<file path="src/rtl/spi_reg_bridge_if.sv">
// rtl/spi_reg_bridge_if.sv - byte stream and status signals between the SPI slave and the register bridge
interface spi_reg_bridge_if;
   logic       i_cs_active;
   logic       i_rx_valid;
   logic [7:0] i_rx_data;
   logic [7:0] o_tx_data;
   logic [7:0] o_ctrl;
   logic       o_led;
   logic       o_busy;

   modport master (
      output i_cs_active, i_rx_valid, i_rx_data,
      input  o_tx_data, o_ctrl, o_led, o_busy
   );

   modport slave (
      input  i_cs_active, i_rx_valid, i_rx_data,
      output o_tx_data, o_ctrl, o_led, o_busy
   );
endinterface

</file>
<file path="src/rtl/spi_reg_bridge.sv">
// rtl/spi_reg_bridge.sv - SPI byte command decoder with 16x8 register bank
// Define SPI_REG_PWM_EN to drive the LED through a DUTY-controlled PWM.
module spi_reg_bridge (
   input  logic             i_clk,
   input  logic             i_rst,
   spi_reg_bridge_if.slave  bus
);
   localparam logic [7:0] DEVICE_ID = 8'hA5;

   typedef enum logic [1:0] {ST_IDLE, ST_CMD, ST_DATA, ST_ERR} state_t;

   state_t      state, state_nxt;
   logic        cs_q;
   logic        wr_q;
   logic [3:0]  addr_q;
   logic [7:0]  regs [16];
   logic        cmd_ok, cmd_bad, data_stb;
   logic [7:0]  rd_data;
   logic [7:0]  tx_data;

   // cs_q resets high so a frame already in progress at reset is not re-entered
   always_ff @(posedge i_clk or posedge i_rst) begin
      if (i_rst) begin
         state <= ST_IDLE;
         cs_q  <= 1'b1;
      end else begin
         state <= state_nxt;
         cs_q  <= bus.i_cs_active;
      end
   end

   always_comb begin
      state_nxt = state;
      cmd_ok    = 1'b0;
      cmd_bad   = 1'b0;
      data_stb  = 1'b0;
      if (!bus.i_cs_active) begin
         state_nxt = ST_IDLE;
      end else begin
         case (state)
            ST_IDLE: if (!cs_q) state_nxt = ST_CMD;
            ST_CMD: begin
               if (bus.i_rx_valid) begin
                  if (|bus.i_rx_data[6:4]) begin
                     state_nxt = ST_ERR;
                     cmd_bad   = 1'b1;
                  end else begin
                     state_nxt = ST_DATA;
                     cmd_ok    = 1'b1;
                  end
               end
            end
            ST_DATA: data_stb = bus.i_rx_valid;
            ST_ERR:  state_nxt = ST_ERR;
            default: state_nxt = ST_IDLE;
         endcase
      end
   end

   // Entry 0 is never written; reads of address 0 return DEVICE_ID instead
   always_ff @(posedge i_clk or posedge i_rst) begin
      if (i_rst) begin
         wr_q   <= 1'b0;
         addr_q <= 4'd0;
         for (int i = 0; i < 16; i++) regs[i] <= 8'h00;
      end else begin
         if (cmd_ok) begin
            wr_q   <= bus.i_rx_data[7];
            addr_q <= bus.i_rx_data[3:0];
         end
         if (cmd_bad && regs[3] != 8'hFF) regs[3] <= regs[3] + 8'd1;
         if (data_stb) begin
            addr_q <= addr_q + 4'd1;
            if (wr_q && addr_q != 4'd0)
               regs[addr_q] <= (addr_q == 4'd3) ? 8'h00 : bus.i_rx_data;
         end
      end
   end

   assign rd_data = (addr_q == 4'd0) ? DEVICE_ID : regs[addr_q];

   always_comb begin
      tx_data = DEVICE_ID;
      case (state)
         ST_DATA: tx_data = wr_q ? 8'h00 : rd_data;
         ST_ERR:  tx_data = 8'hFF;
         default: tx_data = DEVICE_ID;
      endcase
   end

   assign bus.o_tx_data = tx_data;
   assign bus.o_ctrl    = regs[1];
   assign bus.o_busy    = (state == ST_CMD) || (state == ST_DATA);

`ifdef SPI_REG_PWM_EN
   logic [7:0] pwm_cnt;

   always_ff @(posedge i_clk or posedge i_rst) begin
      if (i_rst) pwm_cnt <= 8'h00;
      else       pwm_cnt <= pwm_cnt + 8'd1;
   end

   assign bus.o_led = regs[1][0] & (pwm_cnt < regs[2]);
`else
   assign bus.o_led = regs[1][0];
`endif
endmodule

</file>
<file path="src/flat_wrapper.sv">
// flat-port wrapper written by rule: the top's interface ports become plain ports
module spi_reg_bridge_flat 
  (i_clk, i_rst, bus_i_cs_active, bus_i_rx_valid, bus_i_rx_data, bus_o_tx_data, bus_o_ctrl, bus_o_led, bus_o_busy);
  spi_reg_bridge_if bus_i ();
  input  logic i_clk;
  input  logic i_rst;
  input wire logic [$bits(bus_i.i_cs_active)-1:0] bus_i_cs_active;
  input wire logic [$bits(bus_i.i_rx_valid)-1:0] bus_i_rx_valid;
  input wire logic [$bits(bus_i.i_rx_data)-1:0] bus_i_rx_data;
  output wire logic [$bits(bus_i.o_tx_data)-1:0] bus_o_tx_data;
  output wire logic [$bits(bus_i.o_ctrl)-1:0] bus_o_ctrl;
  output wire logic [$bits(bus_i.o_led)-1:0] bus_o_led;
  output wire logic [$bits(bus_i.o_busy)-1:0] bus_o_busy;
  assign bus_i.i_cs_active = bus_i_cs_active;
  assign bus_i.i_rx_valid = bus_i_rx_valid;
  assign bus_i.i_rx_data = bus_i_rx_data;
  assign bus_o_tx_data = bus_i.o_tx_data;
  assign bus_o_ctrl = bus_i.o_ctrl;
  assign bus_o_led = bus_i.o_led;
  assign bus_o_busy = bus_i.o_busy;
  spi_reg_bridge u_core (.i_clk(i_clk), .i_rst(i_rst), .bus(bus_i));
endmodule
</file>
<file path="config.mk">
export PLATFORM = sky130hd
export DESIGN_NAME = spi_reg_bridge_flat
export DESIGN_NICKNAME = d
export VERILOG_FILES = /design/src/rtl/spi_reg_bridge_if.sv /design/src/rtl/spi_reg_bridge.sv /design/src/flat_wrapper.sv
export SDC_FILE = /design/constraint.sdc
export NUM_CORES = 1
export LEC_CHECK = 0
export ABC_AREA = 1
export BUFFER_PORTS_ARGS = -buffer_cell sky130_fd_sc_hd__buf_4
export CAP_MARGIN = 20
export CELL_PAD_IN_SITES_DETAIL_PLACEMENT = 2
export CELL_PAD_IN_SITES_GLOBAL_PLACEMENT = 2
export CORE_ASPECT_RATIO = 0.8
export CORE_UTILIZATION = 33
export DETAILED_ROUTE_END_ITERATION = 6
export PLACE_DENSITY_LB_ADDON = 0.1
export RECOVER_POWER = 100
export SYNTH_ARGS = -nofsm -noshare
export SYNTH_HDL_FRONTEND = slang
export SYNTH_SLANG_ARGS = --single-unit
</file>
<file path="constraint.sdc">
create_clock -name i_clk -period 4.1 [get_ports i_clk]
set_input_delay 0.615 -clock i_clk [delete_from_list [all_inputs] [get_ports i_clk]]
set_output_delay 0.615 -clock i_clk [all_outputs]
set_load 0.03 [all_outputs]
</file>
==> results.yml <==
cells_and_area:
  final_cell_mix: "nand2_1, o21ai_0, dfrtp_1"
  final_common_cell: "nand2_1"
  layout.nets: 925
  syn2layout_area_growth_pct: 10.6
  drive_gt1_frac: 0.0698
  antenna_cells: 0
setup_path:
  rrSetupSlack_ns: 1.25
  cp-start-kind: "flip-flop"
  timing.critical_path.arrival_ns: 2.68
  crit_required_ns: 3.48
  cp_num_buf_inv: 2
  crit_path_end_kind: "output pin"
  cp_slowest_cell: "buf_4"
  timing.rr.end: "u_core.regs[111]$_DFFE_PP0P_"
  max_stage_delay_ns: 0.65
  crit-reg2reg-launch: "u_core.addr_q[0]$_DFFE_PP0P_"
  crit_path_cell_trace: "buf_4, o21ai_0, o21ai_0, nand2_1, nand2_1, o21ai_0, nand2_1, clkbuf_1"
  rr_worst_depth: 5
  critPathTopFamily: "buffers and inverters"
  setup.worst_path.class: "reg2out"
  critPathMaxFanout: 74
floorplanning:
  core_um2: 20800
  die_h_um: 132
  die_area_um2: 21800
  ioPinCount: 30
  die_width_um: 165
  rows: 47
  start_util: 0.337
placement:
  place_ws_ns: 1.15
  port_buffers: 29
  gp_congestion: 0.808
  dpl.hpwl_mm: 15.1
pwr:
  p_int_uw: 3130
  comb_power_share: 0.383
  power.share.switching: 0.430
  clkPwrFrac: 0.278
  p_per_area_nw_per_um2: 709
  p_switching_uw: 2360
  power_frac_seq: 0.339
  irDropWorstVdd_uv: 271
  power.leakage_uw: 0.00367
yosys:
  synth_top_area_cell: "dfrtp_1"
  synth_top_area_frac: 0.483
  yosysWarnings: 0
  yosys-top-cells-area: "dfrtp_1, nand2_1, o21ai_0, inv_1, nand3_1"
  synthesis.nets: 932
  synth_cell_type_count: 30
  ys_ff_latch: 136
  syn_inst: 911
  synth_area_um2: 7000
  synth-seq-area-share: 0.487
  synth_area_per_cell_um2: 7.68
global_routing:
  first_global_vias: 6689
  grtUsageMet1: 0.308
  top_usage_layer: "met2"
  antenna_found_initial: 0
  grt_util_met2: 0.377
  met3_usage: 0.0374
  grt_max_degree: 137
  grt_util_all_layers: 0.229
  grt_pass1_wl_mm: 37.3
  grt-ovfl-total: 0
timing:
  hold_violations: 0
  worst_pin_slew_ns: 0.893
  fin_setup_tns_ns: 0
  period_needed_ns: 3.30
  setup_viol: 0
  clock.fmax_mhz: 303
  slew_headroom: 0.404
  skew_ns: 0.00849
  rsz0062_at_grt: "false"
  fin_ws_ns: 0.800
  fin_crit_sh: 0.805
  slew_viol_final: 0
cts:
  worstSkewPairLatency_ns: 0.43
  htreeDepth: 4
  clock-root-buffer: "clkbuf_16"
  cts-resized-gates: 0
  cts_tree: "built"
  ctsHoldBuffers: 0
  cts.clk_slew.worst_paths_ns: 0.06
  clockBufferDepth: 2
  clock_sinks: 136
  postCtsSetupBuffers: 0
  cts_inserted_buffers: 17
route:
  drc_errors: 0
  dr_total_vias: 6039
  wl_mm: 23.3
  postRouteAntennaNets: 0
  drtIter0Drc: 344
  wl_per_cell_um: 19.6
  firstDrtPassIters: 4
  vias_per_cell: 5.09
worst_hold_path:
  hold_end: "u_core.regs[125]$_DFFE_PP0P_"
  hold_class: "reg2reg"
  hold-path-cell-count: 0
  worstHoldStart: "u_core.regs[125]$_DFFE_PP0P_"
outcome:
  status: "finished clean"
run:
  maxCapViolations: 0
==> logic make-up (layout without fill, tap and decap cells) <==
logic type      after synthesis  in the layout  share of synthesized area
buf+inv                     139            145                     0.0918
simple gates                469            469                      0.285
flops                       136            136                      0.487
xor+xnor                      4              4                    0.00501
fa+ha+maj                     9              9                     0.0161
compound gates              154            154                      0.115
==> registers in the layout (all words and copies together), names as in the netlist <==
name,count
u_core.cs_q,1
u_core.bus.o_ctrl,8
u_core.addr_q,4
u_core.regs,120
u_core.wr_q,1
u_core.state,2
==> cell usage after synthesis, drive strengths merged <==
cell      n
clkinv    1
o21ai   143
dfrtp   135
xor2      3
nand4     6
nor3      3
xnor2     1
inv      74
o211ai    1
nand2   352
buf      35
nand3b    1
ha        9
nor2     43
nand3    64
a21oi     9
clkbuf   29
o221ai    1
dfstp     1
==> how the worst max path moves through the flow <==
| stage | from | to | cells past startpoint |
|---|---|---|---|
| 2_1_floorplan | u_core.addr_q[1]$_DFFE_PP0P_ | bus_o_tx_data[1] | 9 |
| 3_3_place_gp | u_core.addr_q[0]$_DFFE_PP0P_ | u_core.regs[95]$_DFFE_PP0P_ | 5 |
| 3_5_place_dp | u_core.addr_q[0]$_DFFE_PP0P_ | u_core.regs[111]$_DFFE_PP0P_ | 5 |
| 4_1_cts | u_core.addr_q[0]$_DFFE_PP0P_ | bus_o_tx_data[3] | 9 |
| 5_1_grt | u_core.addr_q[0]$_DFFE_PP0P_ | bus_o_tx_data[6] | 8 |
| 6_report | u_core.addr_q[0]$_DFFE_PP0P_ | bus_o_tx_data[6] | 8 |
==> routing by layer <==
metal / part of all wire / vias up
li1: - / 2847
met1: 0.49 / 3108
met2: 0.48 / 61
met3: 0.022 / 23
met4: 0.013 / 0
met5: 0 / -
==> cell type report <==
| type | instances | area (um^2) |
|---|---|---|
| Timing Repair Buffer | 38 | 219 |
| Inverter | 75 | 283 |
| Tap cell | 269 | 337 |
| Sequential cell | 136 | 3410 |
| Multi-Input combinational cell | 636 | 2920 |
| Clock inverter | 13 | 130 |
| Clock buffer | 19 | 443 |
| Fill cell | 2415 | 13000 |
==> power groups by stage <==
| stage | logic, uW | registers (uW) | clock network (uW) |
|---|---|---|---|
| detailed placement | 2180 | 1880 | 0 |
| finish | 2100 | 1860 | 1530 |
| global route | 2350 | 1900 | 1620 |
| CTS | 2200 | 1860 | 1560 |
| floorplan | 1500 | 1820 | 0 |
| global placement | 2110 | 1850 | 0 |
==> stage by stage <==
stage | power (uW) | hold slack [ns] | area [um^2] | util | std cells
after floorplan | 3320 | 0.429 | 7000 | - | 911
after global placement | 3960 | 0.365 | 7270 | 0.350 | 1154
after detailed placement | 4050 | 0.368 | 7270 | 0.350 | 1154
after CTS | 5620 | 0.321 | 7850 | 0.378 | 1186
after global routing | 5870 | 0.398 | 7740 | 0.373 | 1186
final | 5480 | 0.377 | 7740 | 0.373 | 1186
No activity file was read; power rests on OpenSTA's default activity.
